**config.mk**
```make
export PLATFORM = sky130hd
export DESIGN_NAME = alu_operand_sequencer
export DESIGN_NICKNAME = d
export VERILOG_FILES = /design/src/rtl/alu_operand_sequencer.sv
export SDC_FILE = /design/constraint.sdc
export NUM_CORES = 1
export LEC_CHECK = 0
export ABC_AREA = 1
export BUFFER_PORTS_ARGS = -buffer_cell sky130_fd_sc_hd__buf_4
export CORE_MARGIN = 1.5
export CORE_UTILIZATION = 35
export CTS_BUF_LIST = sky130_fd_sc_hd__clkbuf_2
export CTS_CLUSTER_SIZE = 14
export DETAILED_ROUTE_END_ITERATION = 10
export GPL_ROUTABILITY_DRIVEN = 1
export SLEW_MARGIN = 20
export SYNTH_ARGS = -nofsm -noshare
export SYNTH_HDL_FRONTEND = slang
export SYNTH_SLANG_ARGS = --single-unit
```
**constraint.sdc**
```tcl
create_clock -name clock_100Mhz -period 2.11 [get_ports clock_100Mhz]
set_clock_uncertainty 0.15 [all_clocks]
set_input_delay 0.422 -clock clock_100Mhz [delete_from_list [all_inputs] [get_ports clock_100Mhz]]
set_output_delay 0.422 -clock clock_100Mhz [all_outputs]
set_load 0.02 [all_outputs]
```
**src/rtl/alu_operand_sequencer.sv**
```systemverilog
// Operand/opcode entry sequencer for the 7-segment ALU display.
// Debounces a step button, captures X, Y, M/c_in in turn, then registers the ALU result.
module alu_operand_sequencer #(
  parameter int DEBOUNCE_CYCLES = 1000000,
  parameter int CNT_W           = 20
) (
  input  logic       clock_100Mhz,
  input  logic       reset_n,
  input  logic       btn_step,
  input  logic [3:0] sw,
  input  logic       sw_cin,
  output logic [3:0] X,
  output logic [3:0] Y,
  output logic [3:0] M,
  output logic       c_in,
  output logic [3:0] s,
  output logic       c_out,
  output logic       Control,
  output logic       result_valid,
  output logic [2:0] state_dbg
);

  localparam logic [2:0] LOAD_A  = 3'd0;
  localparam logic [2:0] LOAD_B  = 3'd1;
  localparam logic [2:0] LOAD_OP = 3'd2;
  localparam logic [2:0] COMPUTE = 3'd3;
  localparam logic [2:0] SHOW    = 3'd4;

  localparam logic [CNT_W-1:0] CNT_LAST = CNT_W'(DEBOUNCE_CYCLES - 1);
  localparam logic [CNT_W-1:0] CNT_ONE  = CNT_W'(1);

  logic             sync1;
  logic             sync2;
  logic             db_level;
  logic             step_pulse;
  logic [CNT_W-1:0] db_cnt;
  logic [2:0]       state;
  logic [2:0]       next_state;
  logic             cap_x;
  logic             cap_y;
  logic             cap_op;
  logic             do_compute;
  logic [4:0]       alu_res;

  // Returns {carry, result}; SUB carry is the inverted borrow.
  function automatic logic [4:0] alu_eval(input logic [3:0] a, input logic [3:0] b,
                                          input logic [3:0] op, input logic cin);
    logic [4:0] r;
    r = 5'd0;
    case (op)
      4'd0:    r = {1'b0, a} + {1'b0, b} + {4'd0, cin};
      4'd1:    r = {1'b0, a} + {1'b0, ~b} + 5'd1;
      4'd2:    r = {1'b0, a} + 5'd1;
      4'd3:    r = {(a != 4'd0), a - 4'd1};
      4'd4:    r = {1'b0, a & b};
      4'd5:    r = {1'b0, a | b};
      4'd6:    r = {1'b0, a ^ b};
      4'd7:    r = {1'b0, ~a};
      4'd8:    r = {a[3], a[2:0], cin};
      4'd9:    r = {a[0], cin, a[3:1]};
      default: r = 5'd0;
    endcase
    return r;
  endfunction

  // Two-flop synchronizer for the raw button.
  always_ff @(posedge clock_100Mhz) begin
    if (!reset_n) begin
      sync1 <= 1'b0;
      sync2 <= 1'b0;
    end else begin
      sync1 <= btn_step;
      sync2 <= sync1;
    end
  end

  // Debounce: level flips after DEBOUNCE_CYCLES consecutive disagreeing samples.
  always_ff @(posedge clock_100Mhz) begin
    if (!reset_n) begin
      db_level   <= 1'b0;
      db_cnt     <= '0;
      step_pulse <= 1'b0;
    end else begin
      step_pulse <= 1'b0;
      if (sync2 == db_level) begin
        db_cnt <= '0;
      end else if (db_cnt == CNT_LAST) begin
        db_level   <= sync2;
        db_cnt     <= '0;
        step_pulse <= sync2;
      end else begin
        db_cnt <= db_cnt + CNT_ONE;
      end
    end
  end

  // FSM state register.
  always_ff @(posedge clock_100Mhz) begin
    if (!reset_n) begin
      state <= LOAD_A;
    end else begin
      state <= next_state;
    end
  end

  // Next-state logic; illegal encodings fall back to LOAD_A.
  always_comb begin
    next_state = LOAD_A;
    case (state)
      LOAD_A:  if (step_pulse) next_state = LOAD_B;  else next_state = LOAD_A;
      LOAD_B:  if (step_pulse) next_state = LOAD_OP; else next_state = LOAD_B;
      LOAD_OP: if (step_pulse) next_state = COMPUTE; else next_state = LOAD_OP;
      COMPUTE: next_state = SHOW;
      SHOW:    if (step_pulse) next_state = LOAD_A;  else next_state = SHOW;
      default: next_state = LOAD_A;
    endcase
  end

  // FSM output decode: capture and compute strobes.
  always_comb begin
    cap_x      = 1'b0;
    cap_y      = 1'b0;
    cap_op     = 1'b0;
    do_compute = 1'b0;
    case (state)
      LOAD_A:  cap_x      = step_pulse;
      LOAD_B:  cap_y      = step_pulse;
      LOAD_OP: cap_op     = step_pulse;
      COMPUTE: do_compute = 1'b1;
      default: do_compute = 1'b0;
    endcase
  end

  assign alu_res   = alu_eval(X, Y, M, c_in);
  assign state_dbg = state;

  // Registered operand, result and display-mode outputs.
  always_ff @(posedge clock_100Mhz) begin
    if (!reset_n) begin
      X            <= 4'd0;
      Y            <= 4'd0;
      M            <= 4'd0;
      c_in         <= 1'b0;
      s            <= 4'd0;
      c_out        <= 1'b0;
      Control      <= 1'b0;
      result_valid <= 1'b0;
    end else begin
      if (cap_x)  X <= sw;
      if (cap_y)  Y <= sw;
      if (cap_op) begin
        M    <= sw;
        c_in <= sw_cin;
      end
      if (do_compute) begin
        c_out <= alu_res[4];
        s     <= alu_res[3:0];
      end
      result_valid <= do_compute;
      Control      <= (next_state == SHOW);
    end
  end

endmodule

```
[After elaboration in Yosys (flattened, before gate mapping)]
Cells that the tools add are included.
Storage, ports and cells
  memory bits (read-only): 0
  memories kept: 0
  bits in latches: 0
  input bits: 8
  memory bits (writable): 0
  register bits: 47
  output and inout bits: 23
  word-level logic and storage cells: 61
Cells by class
  shifts and indexed selects: 0
  reductions and logical operators: 6
  divide/modulo/power cells: 0
  bitwise logic cells: 8
  multiplexer cells: 10
  add/sub/neg operators: 7
  eq/ne operators: 16
  $lt $le $gt $ge: 0
  multipliers: 0
Operators with widths (count)
  $pmux 5 s10: 1
  $add 20x1->20 const B: 1
  $eq 20x20->1 const B: 1
  $eq 4x3->1 const B: 4
  $pmux 3 s5: 1
  $add 4x4->5: 2
  $eq 4x2->1 const B: 2
  $eq 4x4->1 const B: 2
  $not 4->4: 2
  $eq 3x2->1 const B: 2
  $eq 3x3->1 const B: 2
  $mux 1: 6
  $reduce_or 3->1: 2
  $add 4x1->5 const B: 1
  $add 5x1->5: 1
  $add 5x1->5 const B: 1
  $and 4x4->4: 1
  $eq 4x1->1 const B: 1
  $logic_not 4->1: 1
  $or 4x4->4: 1
  $reduce_bool 4->1: 1
  $sub 4x1->4 const B: 1
  $xor 4x4->4: 1
  $eq 3x1->1 const B: 1
  other kinds (6): 8

[Logic depth before layout (Yosys ltp)]
  word-level depth: 4
  gate-level depth with buffers: 13
  depth with buffers taken out: 12

[Worst setup path after synthesis]
OpenSTA, ideal clock, no wires.
  path type: register to register
  start: reg X[0]
  end: reg c_out
  data required time: 1.890 ns
  data arrival time: 2.038 ns
  library setup time: 0.070 ns
  period minus slack after synthesis: 2.259 ns
  slack: -0.149 ns
  buffers on the path: 0
  cell stages (with the launch flop): 11
  cells stage by stage: dfxtp_1 > clkinv_1 > ha_1 > fa_1 > nor2_1 > nor2_1 > nor2_1 > o21ai_0 > nand4_1 > nand2_1 > a21oi_1
Between the ends
  word-level cells in the longest chain between the ends: 3
  elaborated cells between the ends (all ways): 7
  classes of those cells: add/sub (5); mux (1); reduce/logical (1)
RTL lines
  from (decl): line 12  | output logic [3:0] X,
  from (signal assigned): line 149  | if (cap_x) X <= sw;
  $add 4x4->5, on equally long branches: line 52, 51
  $add 5x1->5, on equally long branches: line 52, 51
  $pmux 5 s10 (*): line 50  | case (op)
  to (signal assigned): line 156  | c_out <= alu_res[4];
  to (decl): line 17  | output logic c_out,
Every way passes the cells marked *; elsewhere a longest branch is shown, timed or not.
A chain may end at the register's enable or synchronous reset.

[Final worst setup path]
  start: reg X[0]
  end: reg s[1]
Between the ends
  word-level cells in the longest chain between the ends: 3
  elaborated cells between the ends (all ways): 7
  classes of those cells: add/sub (6); mux (1)
RTL lines
  $add 4x4->5, on equally long branches: line 52, 51
  $add 5x1->5, on equally long branches: line 52, 51
  $pmux 5 s10 (*): line 50
  to (signal assigned): line 157  | s <= alu_res[3:0];
  to (decl): line 16  | output logic [3:0] s,
Marks and branches as above.

==> PnR_summary.wiki <==
{| class="wikitable"
! Metric !! Value
|-
| Inserted Clock Buffers || 5
|-
| Average cell area after synthesis || 6.85 um2
|-
| Number of non-filler instances in the completed layout || 544
|-
| Gpl congestion || 1.01
|-
| Total via count after detailed routing || 2700
|-
| Number of synthesized flops with an enable pin || 0
|-
| Req. time, crit path || ~2300 ps
|-
| Remaining global-route overflow || 0
|-
| Core ar. || about 0.0076 mm2
|-
| CTS tree || built
|-
| Peak clock frequency supported by timing || 0.501 GHz
|-
| Synth Net Count || around 430
|-
| Cell Rows || 32
|-
| Cells after Synth || 401
|-
| Worst min-delay path endpoint || c_in
|-
| Switching share of power || 0.228
|-
| Setup Viol. Count Final || 0
|-
| Worst reg2reg setup slack || 110 ps
|-
| Post-synthesis sequential element count || 47
|-
| Distinct cell type count of the synthesized netlist || 30
|-
| Area growth syn-to-layout || 17.6%
|-
| All-Layer GR Usage || 0.170
|-
| Cell internal pwr || 0.00111 W
|-
| Count of max-cap constraint violations || 0
|-
| Part of the power in registers || 0.621
|-
| Largest net degree at the start of global routing || 21
|-
| Result of the run || complete, no violations
|-
| FF-to-FF path depth || 8
|-
| Critical-path maximum fanout || 7
|-
| Antenna cell count || 0
|-
| Pleak || between 1 and 1.5 nW
|-
| Clock insertion delay at the later pin of the skew report || 420 ps
|-
| HPWL reported at the end of detailed placement || between 5000 and 6000 um
|-
| Detailed-route vias per instance || 4.96
|-
| Die Area || around 0.0084 mm2
|-
| Number of antenna violations at the first check in global routing || 0
|-
| Setup crit end kind || register
|-
| Final net count || 467
|-
| Origin of the worst min-delay path || sw_cin
|-
| Startpoint type of the worst setup path || register
|-
| Hold Path Class || in -> reg
|-
| Cell at the root of the clock tree || sky130_fd_sc_hd__clkbuf_2
|-
| Drt wl/cell || ~13 um
|-
| End of the worst register-to-register path || s[1]
|-
| Share of the synthesized area in the top cell type || 0.343
|-
| Longest Clk Path Bufs || 2
|-
| Worst-path clk slew || about 240 ps
|-
| Placed Cells || 535
|-
| Power density normalized to cell area || 445 mW/mm2
|-
| Total design power || 0.00144 W
|-
| Area used by multi-input combinational logic || 0.00156 mm2
|-
| Sequential cell area || 947 um2
|-
| Post-synthesis sequential area ratio || 0.343
|-
| Switch Pwr || 0.000327 W
|-
| Number of DRC markers after the initial detailed-route iteration || 215
|-
| Area leader, netlist || sky130_fd_sc_hd__dfxtp_1
|-
| Layout cells sized above 1 || 0.156
|-
| Largest vdd supply drop || 0.000424 V
|-
| Worst Hold Path Cells || 3
|-
| Die height || 91.6 um
|-
| Relative slew margins || 0.769
|-
| Pre-antenna DRT Iters || 5
|-
| Vias in the first global route || around 2400
|-
| DRC violations left || 0
|-
| Reg-to-Reg Start || X[0]
|-
| Initial cell density of the core || 0.359
|-
| Pin slew with the least headroom to its limit || approximately 350 ps
|-
| Post-synthesis instance area || 0.00275 mm2
|-
| Cell types occupying the most area after synthesis || sky130_fd_sc_hd__dfxtp_1 34%, sky130_fd_sc_hd__nand2_1 10%, sky130_fd_sc_hd__inv_1 7.4%
|-
| FFs w/ async S/R, synth || 0
|-
| Total of fill cells in the finished design || 829
|-
| Type of the worst setup path || reg -> reg
|-
| Final count of hold timing violations || 0
|-
| Floorplan die width || 91.6 um
|-
| Number of warning messages in the yosys log || 0
|-
| Max Transition Viols Final || 0
|-
| Count of antenna-violating nets left after detailed routing || 0
|-
| Period minus WS final || between 1500 and 2000 ps
|-
| I/O pin total || 31
|-
| Final setup TNS || 0 ps
|-
| Portion of the clock cycle consumed by the worst path in the final layout || 0.946
|-
| First-pass GRT wire length || roughly 11000 um
|-
| Part of the power in combinational logic || 0.025
|-
| Number of buffers inserted by port buffering || 30
|-
| Most common flop cell mapped by yosys || sky130_fd_sc_hd__dfxtp_1
|-
| Core utilization of the finished layout || 0.422
|-
| Total length of routed wires || roughly 7000 um
|-
| Number of H-tree levels || 2
|-
| Data arrival time of the worst path || 2210 ps
|-
| Clock network fraction of total power || 0.354
|-
| TritonCTS sink count || 47
|-
| Setup repair after global routing missed its margin || false
|}
## cell type report
class                           count  share of cell area
Tap cell                          102              0.0395
Inverter                           58              0.0678
Clock inverter                      3              0.0143
Multi-Input combinational cell    291               0.484
Clock buffer                        5             0.00775
Timing Repair Buffer               38              0.0930
Sequential cell                    47               0.293
## placed cells by master, fill, tap and decap left out, types with 2 or more instances in the layout
master                     synthesis  final
sky130_fd_sc_hd__a211oi_1          2      2
sky130_fd_sc_hd__a21oi_1          31     31
sky130_fd_sc_hd__buf_4             2     36
sky130_fd_sc_hd__clkbuf_2          0      5
sky130_fd_sc_hd__dfxtp_1          47     44
sky130_fd_sc_hd__dfxtp_2           0      2
sky130_fd_sc_hd__fa_1              3      3
sky130_fd_sc_hd__ha_1             15     14
sky130_fd_sc_hd__inv_1            54     54
sky130_fd_sc_hd__inv_2             2      2
sky130_fd_sc_hd__nand2_1          76     76
sky130_fd_sc_hd__nand2_2           3      3
sky130_fd_sc_hd__nand3_1          36     36
sky130_fd_sc_hd__nand4_1           5      5
sky130_fd_sc_hd__nor2_1           49     49
sky130_fd_sc_hd__nor2_2            5      5
sky130_fd_sc_hd__nor2_4            3      3
sky130_fd_sc_hd__nor3_1           13     13
sky130_fd_sc_hd__nor3b_1           4      4
sky130_fd_sc_hd__nor3b_2           2      2
sky130_fd_sc_hd__o21ai_0          24     24
sky130_fd_sc_hd__o21ai_1           5      5
sky130_fd_sc_hd__or2_0             2      2
sky130_fd_sc_hd__or2_2             3      3
sky130_fd_sc_hd__xor2_1            5      5
## power by group through the flow
stage / Combinational, W / Clock (W) / Sequential [W]
finish: 0.0000353 / 0.000510 / 0.000893
global route: 0.0000391 / 0.000565 / 0.000895
CTS: 0.0000358 / 0.000527 / 0.000895
detailed placement: 0.0000341 / 0 / 0.000911
global placement: 0.0000342 / 0 / 0.000911
floorplan: 0.0000153 / 0 / 0.000910
## metrics by stage
stage	hold WS, ps	worst slack [ps]	cell area, um2
5_1_grt	60.3	4.60	3230
4_1_cts	40.1	66.7	3220
3_5_place_dp	266	116	3140
2_1_floorplan	240	66.1	2750
3_3_place_gp	261	157	3140
6_report	62.6	113	3230
## synthesized netlist by cell type (3+ instances only)
cell type                   n
sky130_fd_sc_hd__a21oi_1   31
sky130_fd_sc_hd__clkbuf_1   3
sky130_fd_sc_hd__dfxtp_1   47
sky130_fd_sc_hd__fa_1       3
sky130_fd_sc_hd__ha_1      15
sky130_fd_sc_hd__inv_1     54
sky130_fd_sc_hd__nand2_1   76
sky130_fd_sc_hd__nand2_2    3
sky130_fd_sc_hd__nand3_1   36
sky130_fd_sc_hd__nand4_1    5
sky130_fd_sc_hd__nor2_1    49
sky130_fd_sc_hd__nor2_2     5
sky130_fd_sc_hd__nor2_4     3
sky130_fd_sc_hd__nor3_1    13
sky130_fd_sc_hd__nor3b_1    4
sky130_fd_sc_hd__o21ai_0   24
sky130_fd_sc_hd__o21ai_1    5
sky130_fd_sc_hd__or2_2      3
sky130_fd_sc_hd__xor2_1     5
## worst max-delay path by stage
stage	slack, ps	to	depth (start not counted)	startpoint
floorplan	70	s[3]	13	X[2]
global placement	160	s[2]	9	c_in
detailed placement	120	s[1]	8	c_in
CTS	70	c_out	10	c_in
global route	5	c_out	10	X[0]
finish	110	s[1]	8	X[0]
## what timing repair did
item | 4_1_cts | 5_1_grt
gates resized for setup | 0 | 4
buffers inserted | 0 | 0
hold endpoints to repair | 1 | 0
endpoints found under the setup margin | 0 | 3
hold buffers | 1 | 0
## state kept, by name, indices dropped and copies added, names as in the netlist
name,count
Control,1
sync1,1
M,4
X,4
c_out,1
sync2,1
c_in,1
step_pulse,1
result_valid,1
Y,4
db_cnt,20
state_dbg,3
db_level,1
s,4
## kinds of logic after synthesis
group	count (synthesis)	share of synthesized area
xor gates and xnor gates	6	0.0191
AOI/OAI and AO/OA	63	0.117
DFF	47	0.343
and+or+nand+nor	204	0.342
adders and majority gates	18	0.0902
buffers and inverters	63	0.0888
## layer usage
metal | track usage | routed length [um]
met1 | 0.240 | 3390
met3 | 0.0318 | 440
met5 | 0 | 0
met4 | 0.0573 | 73
met2 | 0.260 | 3090
## critical path, stage by stage, from the launching register on
cell	delay [ps]
sky130_fd_sc_hd__dfxtp_4	430
sky130_fd_sc_hd__fa_1	440
sky130_fd_sc_hd__inv_1	80
sky130_fd_sc_hd__fa_1	410
sky130_fd_sc_hd__nor2_1	110
sky130_fd_sc_hd__nor3_1	60
sky130_fd_sc_hd__nand3_1	100
sky130_fd_sc_hd__nand2_1	50
sky130_fd_sc_hd__a21oi_1	110
Power figures use the tool's default switching activity.
